`src/rtl/ctrl_pkg.sv`:
```
// Shared definitions for the decode stage: opcodes, instruction formats,
// write-back selects and the ctrl_t control word handed to execute.
package ctrl_pkg;

    localparam logic [6:0] OPC_LUI       = 7'b0110111;
    localparam logic [6:0] OPC_AUIPC     = 7'b0010111;
    localparam logic [6:0] OPC_JAL       = 7'b1101111;
    localparam logic [6:0] OPC_JALR      = 7'b1100111;
    localparam logic [6:0] OPC_BRANCH    = 7'b1100011;
    localparam logic [6:0] OPC_LOAD      = 7'b0000011;
    localparam logic [6:0] OPC_STORE     = 7'b0100011;
    localparam logic [6:0] OPC_OP_IMM    = 7'b0010011;
    localparam logic [6:0] OPC_OP        = 7'b0110011;
    localparam logic [6:0] OPC_OP_IMM_32 = 7'b0011011;
    localparam logic [6:0] OPC_OP_32     = 7'b0111011;
    localparam logic [6:0] OPC_MISC_MEM  = 7'b0001111;
    localparam logic [6:0] OPC_SYSTEM    = 7'b1110011;

    // One-hot format, MSB first in the order R, I, S, B, U, J
    localparam logic [5:0] FMT_R = 6'b100000;
    localparam logic [5:0] FMT_I = 6'b010000;
    localparam logic [5:0] FMT_S = 6'b001000;
    localparam logic [5:0] FMT_B = 6'b000100;
    localparam logic [5:0] FMT_U = 6'b000010;
    localparam logic [5:0] FMT_J = 6'b000001;

    localparam logic [2:0] WB_ALU = 3'd0;
    localparam logic [2:0] WB_MEM = 3'd1;
    localparam logic [2:0] WB_PC4 = 3'd2;
    localparam logic [2:0] WB_IMM = 3'd3;
    localparam logic [2:0] WB_CSR = 3'd4;

    typedef struct packed {
        logic [5:0] fmt;
        logic       alu_src;
        logic [2:0] alu_op;
        logic       alu_sub;
        logic       alu_uns;
        logic       alu_arith;
        logic       jump;
        logic       jalr;
        logic       branch;
        logic       dmem_rd;
        logic       dmem_wr;
        logic       dmem_zext;
        logic [1:0] dmem_size;
        logic [2:0] wb_sel;
        logic       reg_wr_en;
        logic       word;
        logic       muldiv;
        logic [4:0] rs1;
        logic [4:0] rs2;
        logic [4:0] rd;
        logic       halt;
    } ctrl_t;

    localparam int CTRL_W = $bits(ctrl_t);

endpackage

```
`src/rtl/ctrl_decode_comb.sv`:
```
// Purely combinational RV32/RV64 instruction-to-ctrl_t decoder.
// Build option: CTRL_DECODE_MULDIV_EN enables the M-extension encodings.
module ctrl_decode_comb
    import ctrl_pkg::*;
#(
    parameter int XLEN = 32
) (
    input  logic [31:0] i_instr,
    output ctrl_t       o_ctrl,
    output logic        o_illegal
);

    localparam bit RV64 = (XLEN == 64);

    logic [6:0] opcode_s;
    logic [2:0] funct3_s;
    logic [6:0] funct7_s;
    logic [5:0] funct6_s;
    logic       shamt_hi_bad_s;
    ctrl_t      ctrl_s;
    logic       ill_s;

    assign opcode_s       = i_instr[6:0];
    assign funct3_s       = i_instr[14:12];
    assign funct7_s       = i_instr[31:25];
    assign funct6_s       = i_instr[31:26];
    // On RV32 bit 25 would be a sixth shamt bit, which does not exist
    assign shamt_hi_bad_s = RV64 ? 1'b0 : i_instr[25];

    // Opcode/funct decode into the control word, then squash side effects of halts
    always_comb begin
        ctrl_s     = '0;
        ill_s      = 1'b0;
        ctrl_s.rs1 = i_instr[19:15];
        ctrl_s.rs2 = i_instr[24:20];
        ctrl_s.rd  = i_instr[11:7];
        case (opcode_s)
            OPC_LUI: begin
                ctrl_s.fmt       = FMT_U;
                ctrl_s.wb_sel    = WB_IMM;
                ctrl_s.reg_wr_en = 1'b1;
            end
            OPC_AUIPC: begin
                ctrl_s.fmt       = FMT_U;
                ctrl_s.alu_src   = 1'b1;
                ctrl_s.wb_sel    = WB_ALU;
                ctrl_s.reg_wr_en = 1'b1;
            end
            OPC_JAL: begin
                ctrl_s.fmt       = FMT_J;
                ctrl_s.jump      = 1'b1;
                ctrl_s.wb_sel    = WB_PC4;
                ctrl_s.reg_wr_en = 1'b1;
            end
            OPC_JALR: begin
                ctrl_s.fmt       = FMT_I;
                ctrl_s.alu_src   = 1'b1;
                ctrl_s.jump      = 1'b1;
                ctrl_s.jalr      = 1'b1;
                ctrl_s.wb_sel    = WB_PC4;
                ctrl_s.reg_wr_en = 1'b1;
                ill_s            = (funct3_s != 3'b000);
            end
            OPC_BRANCH: begin
                ctrl_s.fmt     = FMT_B;
                ctrl_s.branch  = 1'b1;
                ctrl_s.alu_sub = 1'b1;
                ctrl_s.alu_op  = funct3_s;
                ctrl_s.alu_uns = funct3_s[1];
                ill_s          = (funct3_s[2:1] == 2'b01);
            end
            OPC_LOAD: begin
                ctrl_s.fmt       = FMT_I;
                ctrl_s.alu_src   = 1'b1;
                ctrl_s.dmem_rd   = 1'b1;
                ctrl_s.dmem_size = funct3_s[1:0];
                ctrl_s.dmem_zext = funct3_s[2];
                ctrl_s.wb_sel    = WB_MEM;
                ctrl_s.reg_wr_en = 1'b1;
                ill_s = (funct3_s == 3'b111) ||
                        (!RV64 && ((funct3_s == 3'b011) || (funct3_s == 3'b110)));
            end
            OPC_STORE: begin
                ctrl_s.fmt       = FMT_S;
                ctrl_s.alu_src   = 1'b1;
                ctrl_s.dmem_wr   = 1'b1;
                ctrl_s.dmem_size = funct3_s[1:0];
                ill_s = funct3_s[2] || (!RV64 && (funct3_s[1:0] == 2'b11));
            end
            OPC_OP_IMM: begin
                ctrl_s.fmt       = FMT_I;
                ctrl_s.alu_src   = 1'b1;
                ctrl_s.alu_op    = funct3_s;
                ctrl_s.wb_sel    = WB_ALU;
                ctrl_s.reg_wr_en = 1'b1;
                case (funct3_s)
                    3'b001: ill_s = (funct6_s != 6'b000000) || shamt_hi_bad_s;
                    3'b101: begin
                        ctrl_s.alu_arith = i_instr[30];
                        ill_s = ((funct6_s != 6'b000000) && (funct6_s != 6'b010000)) ||
                                shamt_hi_bad_s;
                    end
                    3'b011: ctrl_s.alu_uns = 1'b1;
                    default: ill_s = 1'b0;
                endcase
            end
            OPC_OP: begin
                ctrl_s.fmt       = FMT_R;
                ctrl_s.alu_op    = funct3_s;
                ctrl_s.wb_sel    = WB_ALU;
                ctrl_s.reg_wr_en = 1'b1;
                case (funct7_s)
                    7'b0000000: ctrl_s.alu_uns = (funct3_s == 3'b011);
                    7'b0100000: begin
                        ctrl_s.alu_sub   = (funct3_s == 3'b000);
                        ctrl_s.alu_arith = (funct3_s == 3'b101);
                        ill_s = !((funct3_s == 3'b000) || (funct3_s == 3'b101));
                    end
                    7'b0000001: begin
`ifdef CTRL_DECODE_MULDIV_EN
                        ctrl_s.muldiv = 1'b1;
`else
                        ill_s = 1'b1;
`endif
                    end
                    default: ill_s = 1'b1;
                endcase
            end
            OPC_OP_IMM_32: begin
                if (!RV64) begin
                    ill_s = 1'b1;
                end else begin
                    ctrl_s.fmt       = FMT_I;
                    ctrl_s.alu_src   = 1'b1;
                    ctrl_s.alu_op    = funct3_s;
                    ctrl_s.wb_sel    = WB_ALU;
                    ctrl_s.reg_wr_en = 1'b1;
                    ctrl_s.word      = 1'b1;
                    case (funct3_s)
                        3'b000: ill_s = 1'b0;
                        3'b001: ill_s = (funct7_s != 7'b0000000);
                        3'b101: begin
                            ctrl_s.alu_arith = i_instr[30];
                            ill_s = (funct7_s != 7'b0000000) && (funct7_s != 7'b0100000);
                        end
                        default: ill_s = 1'b1;
                    endcase
                end
            end
            OPC_OP_32: begin
                if (!RV64) begin
                    ill_s = 1'b1;
                end else begin
                    ctrl_s.fmt       = FMT_R;
                    ctrl_s.alu_op    = funct3_s;
                    ctrl_s.wb_sel    = WB_ALU;
                    ctrl_s.reg_wr_en = 1'b1;
                    ctrl_s.word      = 1'b1;
                    case (funct7_s)
                        7'b0000000: ill_s = !((funct3_s == 3'b000) || (funct3_s == 3'b001) ||
                                              (funct3_s == 3'b101));
                        7'b0100000: begin
                            ctrl_s.alu_sub   = (funct3_s == 3'b000);
                            ctrl_s.alu_arith = (funct3_s == 3'b101);
                            ill_s = !((funct3_s == 3'b000) || (funct3_s == 3'b101));
                        end
                        7'b0000001: begin
`ifdef CTRL_DECODE_MULDIV_EN
                            ctrl_s.muldiv = 1'b1;
                            ill_s = (funct3_s == 3'b001) || (funct3_s == 3'b010) ||
                                    (funct3_s == 3'b011);
`else
                            ill_s = 1'b1;
`endif
                        end
                        default: ill_s = 1'b1;
                    endcase
                end
            end
            OPC_MISC_MEM: ctrl_s.fmt = FMT_I;
            OPC_SYSTEM: begin
                ctrl_s.fmt    = FMT_I;
                ctrl_s.wb_sel = WB_CSR;
                ctrl_s.halt   = 1'b1;
            end
            default: ill_s = 1'b1;
        endcase
        // An illegal word stops the machine exactly like a halt
        ctrl_s.halt      = ctrl_s.halt | ill_s;
        ctrl_s.reg_wr_en = ctrl_s.reg_wr_en & ~ctrl_s.halt;
        ctrl_s.dmem_rd   = ctrl_s.dmem_rd & ~ctrl_s.halt;
        ctrl_s.dmem_wr   = ctrl_s.dmem_wr & ~ctrl_s.halt;
        ctrl_s.jump      = ctrl_s.jump & ~ctrl_s.halt;
    end

    assign o_ctrl    = ctrl_s;
    assign o_illegal = ill_s;

endmodule

```
`src/rtl/ctrl_decode_pipe.sv`:
```
// Decode stage: decodes accepted instructions into a 2-entry skid buffer feeding execute,
// with flush, halt blocking and a sticky halted flag. Build option: CTRL_DECODE_MULDIV_EN.
module ctrl_decode_pipe
    import ctrl_pkg::*;
#(
    parameter int XLEN  = 32,
    parameter int DEPTH = 2
) (
    input  logic              i_clk,
    input  logic              i_rst,
    input  logic              i_valid,
    output logic              o_ready,
    input  logic [31:0]       i_instr,
    input  logic [XLEN-1:0]   i_pc,
    input  logic              i_flush,
    output logic              o_valid,
    input  logic              i_ready,
    output logic [CTRL_W-1:0] o_ctrl,
    output logic [XLEN-1:0]   o_pc,
    output logic              o_illegal,
    output logic              o_halted
);

    ctrl_t           dec_ctrl_s;
    logic            dec_ill_s;
    logic            accept_s;
    logic            pop_s;
    logic            head_halt_s;
    logic            wr_idx_s;

    ctrl_t           ctrl_q [2];
    ctrl_t           ctrl_d [2];
    logic [XLEN-1:0] pc_q   [2];
    logic [XLEN-1:0] pc_d   [2];
    logic [1:0]      ill_q;
    logic [1:0]      ill_d;
    logic [1:0]      count_q;
    logic [1:0]      count_d;
    logic            halt_pend_q;
    logic            halt_pend_d;
    logic            halted_q;
    logic            halted_d;

    ctrl_decode_comb #(
        .XLEN (XLEN)
    ) u_dec (
        .i_instr   (i_instr),
        .o_ctrl    (dec_ctrl_s),
        .o_illegal (dec_ill_s)
    );

    assign o_ready     = i_rst & (count_q < 2'(DEPTH)) & ~halt_pend_q & ~halted_q & ~i_flush;
    assign o_valid     = (count_q != 2'd0);
    assign accept_s    = i_valid & o_ready;
    assign pop_s       = o_valid & i_ready;
    assign head_halt_s = ctrl_q[0].halt | ill_q[0];
    // Slot for a new entry: first free slot after any pop has shifted the tail forward
    assign wr_idx_s    = count_q[0] ^ pop_s;

    // Skid-buffer shift/write, occupancy and halt tracking
    always_comb begin
        ctrl_d = ctrl_q;
        pc_d   = pc_q;
        ill_d  = ill_q;
        if (pop_s) begin
            ctrl_d[0] = ctrl_q[1];
            pc_d[0]   = pc_q[1];
            ill_d[0]  = ill_q[1];
        end else begin
            ctrl_d[0] = ctrl_q[0];
            pc_d[0]   = pc_q[0];
            ill_d[0]  = ill_q[0];
        end
        if (accept_s) begin
            ctrl_d[wr_idx_s] = dec_ctrl_s;
            pc_d[wr_idx_s]   = i_pc;
            ill_d[wr_idx_s]  = dec_ill_s;
        end else begin
            ctrl_d[1] = ctrl_d[1];
        end
        if (i_flush) begin
            count_d     = 2'd0;
            halt_pend_d = 1'b0;
        end else begin
            count_d     = count_q + {1'b0, accept_s} - {1'b0, pop_s};
            halt_pend_d = halt_pend_q | (accept_s & (dec_ctrl_s.halt | dec_ill_s));
        end
        halted_d = halted_q | (pop_s & head_halt_s);
    end

    // State registers with synchronous active-low reset
    always_ff @(posedge i_clk) begin
        if (!i_rst) begin
            ctrl_q[0]   <= '0;
            ctrl_q[1]   <= '0;
            pc_q[0]     <= '0;
            pc_q[1]     <= '0;
            ill_q       <= 2'b00;
            count_q     <= 2'd0;
            halt_pend_q <= 1'b0;
            halted_q    <= 1'b0;
        end else begin
            ctrl_q      <= ctrl_d;
            pc_q        <= pc_d;
            ill_q       <= ill_d;
            count_q     <= count_d;
            halt_pend_q <= halt_pend_d;
            halted_q    <= halted_d;
        end
    end

    assign o_ctrl    = ctrl_q[0];
    assign o_pc      = pc_q[0];
    assign o_illegal = ill_q[0];
    assign o_halted  = halted_q;

endmodule

```
`config.mk`:
```
export PLATFORM = sky130hd
export DESIGN_NAME = ctrl_decode_pipe
export DESIGN_NICKNAME = d
export VERILOG_FILES = /design/src/rtl/ctrl_pkg.sv /design/src/rtl/ctrl_decode_comb.sv /design/src/rtl/ctrl_decode_pipe.sv
export SDC_FILE = /design/constraint.sdc
export NUM_CORES = 1
export LEC_CHECK = 0
export CAP_MARGIN = 10
export CORE_MARGIN = 10
export CORE_UTILIZATION = 51
export CTS_BUF_LIST = sky130_fd_sc_hd__clkbuf_2 sky130_fd_sc_hd__clkbuf_4 sky130_fd_sc_hd__clkbuf_8
export DETAILED_ROUTE_END_ITERATION = 16
export GPL_ROUTABILITY_DRIVEN = 1
export PLACE_DENSITY = 0.8
export SYNTH_ARGS = -nofsm -noshare
export SYNTH_HDL_FRONTEND = slang
export SYNTH_SLANG_ARGS = --single-unit
```
`constraint.sdc`:
```
create_clock -name i_clk -period 7.88 [get_ports i_clk]
set_clock_uncertainty 0.15 [all_clocks]
set_input_delay 1.97 -clock i_clk [delete_from_list [all_inputs] [get_ports i_clk]]
set_output_delay 1.97 -clock i_clk [all_outputs]
set_load 0.02 [all_outputs]
```
==> results.txt <==
outcome: finished, final reports clean
Post-CTS Repair Setup Buffers: 0
via count: 5738
Syn Inst Count: 846
die height: 138.4 um
fin area: 0.008473 mm^2
CP Data Required Time: 5.76 ns
first-pass GRT wire length: 28520 um
CP endpoint kind: output pin
commonest non-fill, non-tap cell in the layout: dfxtp_1
max_slew headroom: 20.08%
final setup TNS: 0 ns
synthesized area: 0.007144 mm^2
Seq cells post-synth: 153
Setup violations, final: 0
fmax: 0.1710 GHz
CTS resizes: 0
Port-buffer cells: 147
NumNets Final: 947
DRT Pass-1 Iters: 6
Static Leak: 0.002869 uW
warnings from Yosys: 0
Clock Pin Slew Worst Setup and Hold Paths: 0.08 ns
placed cell area: 0.008040 mm^2
RSZ-0062 raised after global routing: no
startpoint types: input pin
Psw: 427.1 uW
largest net degree at the start of global routing: 114
Setup CP Type: input pin to output pin
pwr/cell area: 196.0 mW/mm^2
Worst-Skew Late Latency: 0.45 ns
crit-path max FO: 11
CTS Hold Buffers Added: 0
Int Power: 1234 uW
Slew Viols, Final: 0
Worst VDD drop: 0.1002 mV
Avg Cell Area, Syn: 8.445 um^2
syn_nets: 917
RD Place Congestion: 0.8915
vias per cell: 5.373
Slowest cell on crit path: clkdlybuf4s50_1
Routed WL: 17450 um
Hold Crit Depth: 2
max-cap violations: 0
Total Routing Usage GR: 17.57%
area grow syn2layout: 18.60%
Initial Util: 51.67%
number of global-route vias before repair: 5592
R2R setup slack: 4.10 ns
# DRC: 0
Worst Max-Slew Pin Slew: 1.199 ns
share of layout cells above drive strength 1: 6.306%
Final Hold Viols: 0
Async SR Flop Fraction: 0%
Min-Delay Path Class: flop to flop
initial antenna violation count: 0
Fin Hold WS: 0.3139 ns
CP Cell Sequence: clkdlybuf4s50_1 > nand2b_1 > nor4_4 > clkdlybuf4s50_1
delay-heaviest family, CP: buffers and inverters
CTS tree: yes
die area: 0.01914 mm^2
Netlist cell types: 53
post-route ant nets: 0
area of the core: 0.01383 mm^2
R2R cell count: 10
commonest non-fill, non-tap cells in the layout: dfxtp_1, nand2_1, clkdlybuf4s50_1, nor2_1, a311oi_1
ANT cells: 0
Clk pwr share: 39.2%
R2R Path Start: count_q[1]$_SDFF_PP0_
Sw Ratio: 25.71%
worst path buffer plus inverter count: 2
Tmin final: 5.848 ns
root buffer cell: clkbuf_8
Flop pwr share: 48.6%
# clock sinks: 153
DP HPWL: 11220 um
FF-to-FF End: pc_q[23]$_SDFFE_PN0P_
Worst Hold Path EP: o_ctrl[39]$_SDFF_PN0_
Tcrit/Tclk final: 74.21%
IO Count: 148
critical path arrival: 3.73 ns
EDFF count, synth: 0
row count: 43
chip width: 138.4 um
Logic pwr share: 12.2%
H-Tree Depth: 4
Worst path max stage delay: 0.73 ns
DR WL/cell: 16.34 um
most frequent CP cell: clkdlybuf4s50_1
Max Buffers Root-to-Sink: 2
global route overflow: 0
TritonCTS Buffers: 17
Hold Startpoint: o_ctrl[39]$_SDFF_PN0_
fillers: 1214
register area share after synthesis: 42.87%
ys flop type: dfxtp_1
Starting DRT DRC Count: 345
## power by group through the flow
stage          registers (uW)  logic (uW)  clock network [uW]
5_1_grt                   810         218                 694
3_5_place_dp              826         202                   0
2_1_floorplan             823         133                   0
4_1_cts                   807         203                 666
6_report                  807         202                 652
3_3_place_gp              825         200                   0
## final cells by class
| cell class | count | area, um^2 | share of cell area, % |
|---|---|---|---|
| tap | 180 | 225.2 | 2.658 |
| clock buffer | 17 | 234.0 | 2.761 |
| clock inverter | 14 | 198.9 | 2.348 |
| multi-input combinational | 544 | 3211 | 37.89 |
| inverter | 8 | 32.53 | 0.3839 |
| sequential | 153 | 3063 | 36.15 |
| timing repair buffer | 152 | 1509 | 17.81 |
## worst register-to-register path: stages (launching register included)
cell	delay [ns]
dfxtp_1	0.42
or2_2	0.17
nand2_2	0.07
inv_2	0.04
buf_4	0.63
ha_1	0.42
inv_1	0.11
ha_4	0.66
buf_4	0.62
mux2i_1	0.28
nor2_1	0.06
## registers in the layout, indices dropped and copies added, names as in the netlist
name,cells
ctrl_q,40
halt_pend_q,1
pc_q,32
o_pc,32
count_q,2
o_ctrl,43
ill_q,2
o_halted,1
## logic make-up after synthesis
kind of cell               count (synthesis)  share of synthesized area, %
muxes                                     59                         8.266
and+or+nand+nor                          348                         22.03
adders and majority gates                  2                        0.3502
DFF                                      153                         42.87
buffers and inverters                    149                         12.47
AOI/OAI and AO/OA                        133                         13.77
xor gates and xnor gates                   2                        0.2452
## worst max path at each step
stage / endpoint / slack (ns) / startpoint / depth (start not counted)
after floorplan: o_ready / 3.32 / i_flush / 2
after global placement: o_ready / 2.07 / i_rst / 4
after detailed placement: o_ready / 2.01 / i_rst / 4
after CTS: o_ready / 2.00 / i_rst / 4
after global routing: o_ready / 1.97 / i_rst / 4
final: o_ready / 2.03 / i_rst / 4
## layer usage
metal / share of wire (%) / track usage [%]
met4: 1.8 / 6.659
met1: 46 / 22.26
met3: 6.2 / 5.240
met2: 46 / 27.48
met5: 0 / 0
## metrics by stage
step / util (%) / total power, uW / std cells / worst slack, ns
after floorplan: - / 955.5 / 846 / 3.319
after global placement: 58.15 / 1024 / 1037 / 2.067
after detailed placement: 58.15 / 1027 / 1037 / 2.014
after CTS: 61.28 / 1676 / 1068 / 2.005
after global routing: 61.28 / 1722 / 1068 / 1.968
final: 61.28 / 1661 / 1068 / 2.032
## synth_stat cells, types with 6 or more instances
cell type	instances	area (um^2)
and3_1	6	37.54
nand3_1	11	55.05
dfxtp_1	153	3063
nand2b_1	10	62.56
buf_2	19	95.09
a21oi_1	33	165.2
a311oi_1	62	543.0
clkbuf_1	40	150.1
inv_1	7	26.28
buf_4	82	615.6
nor2_1	127	476.7
o21ai_0	10	50.05
a211oi_1	8	60.06
nand2_1	153	574.3
mux2i_1	59	590.6
Power figures use the tool's default switching activity.
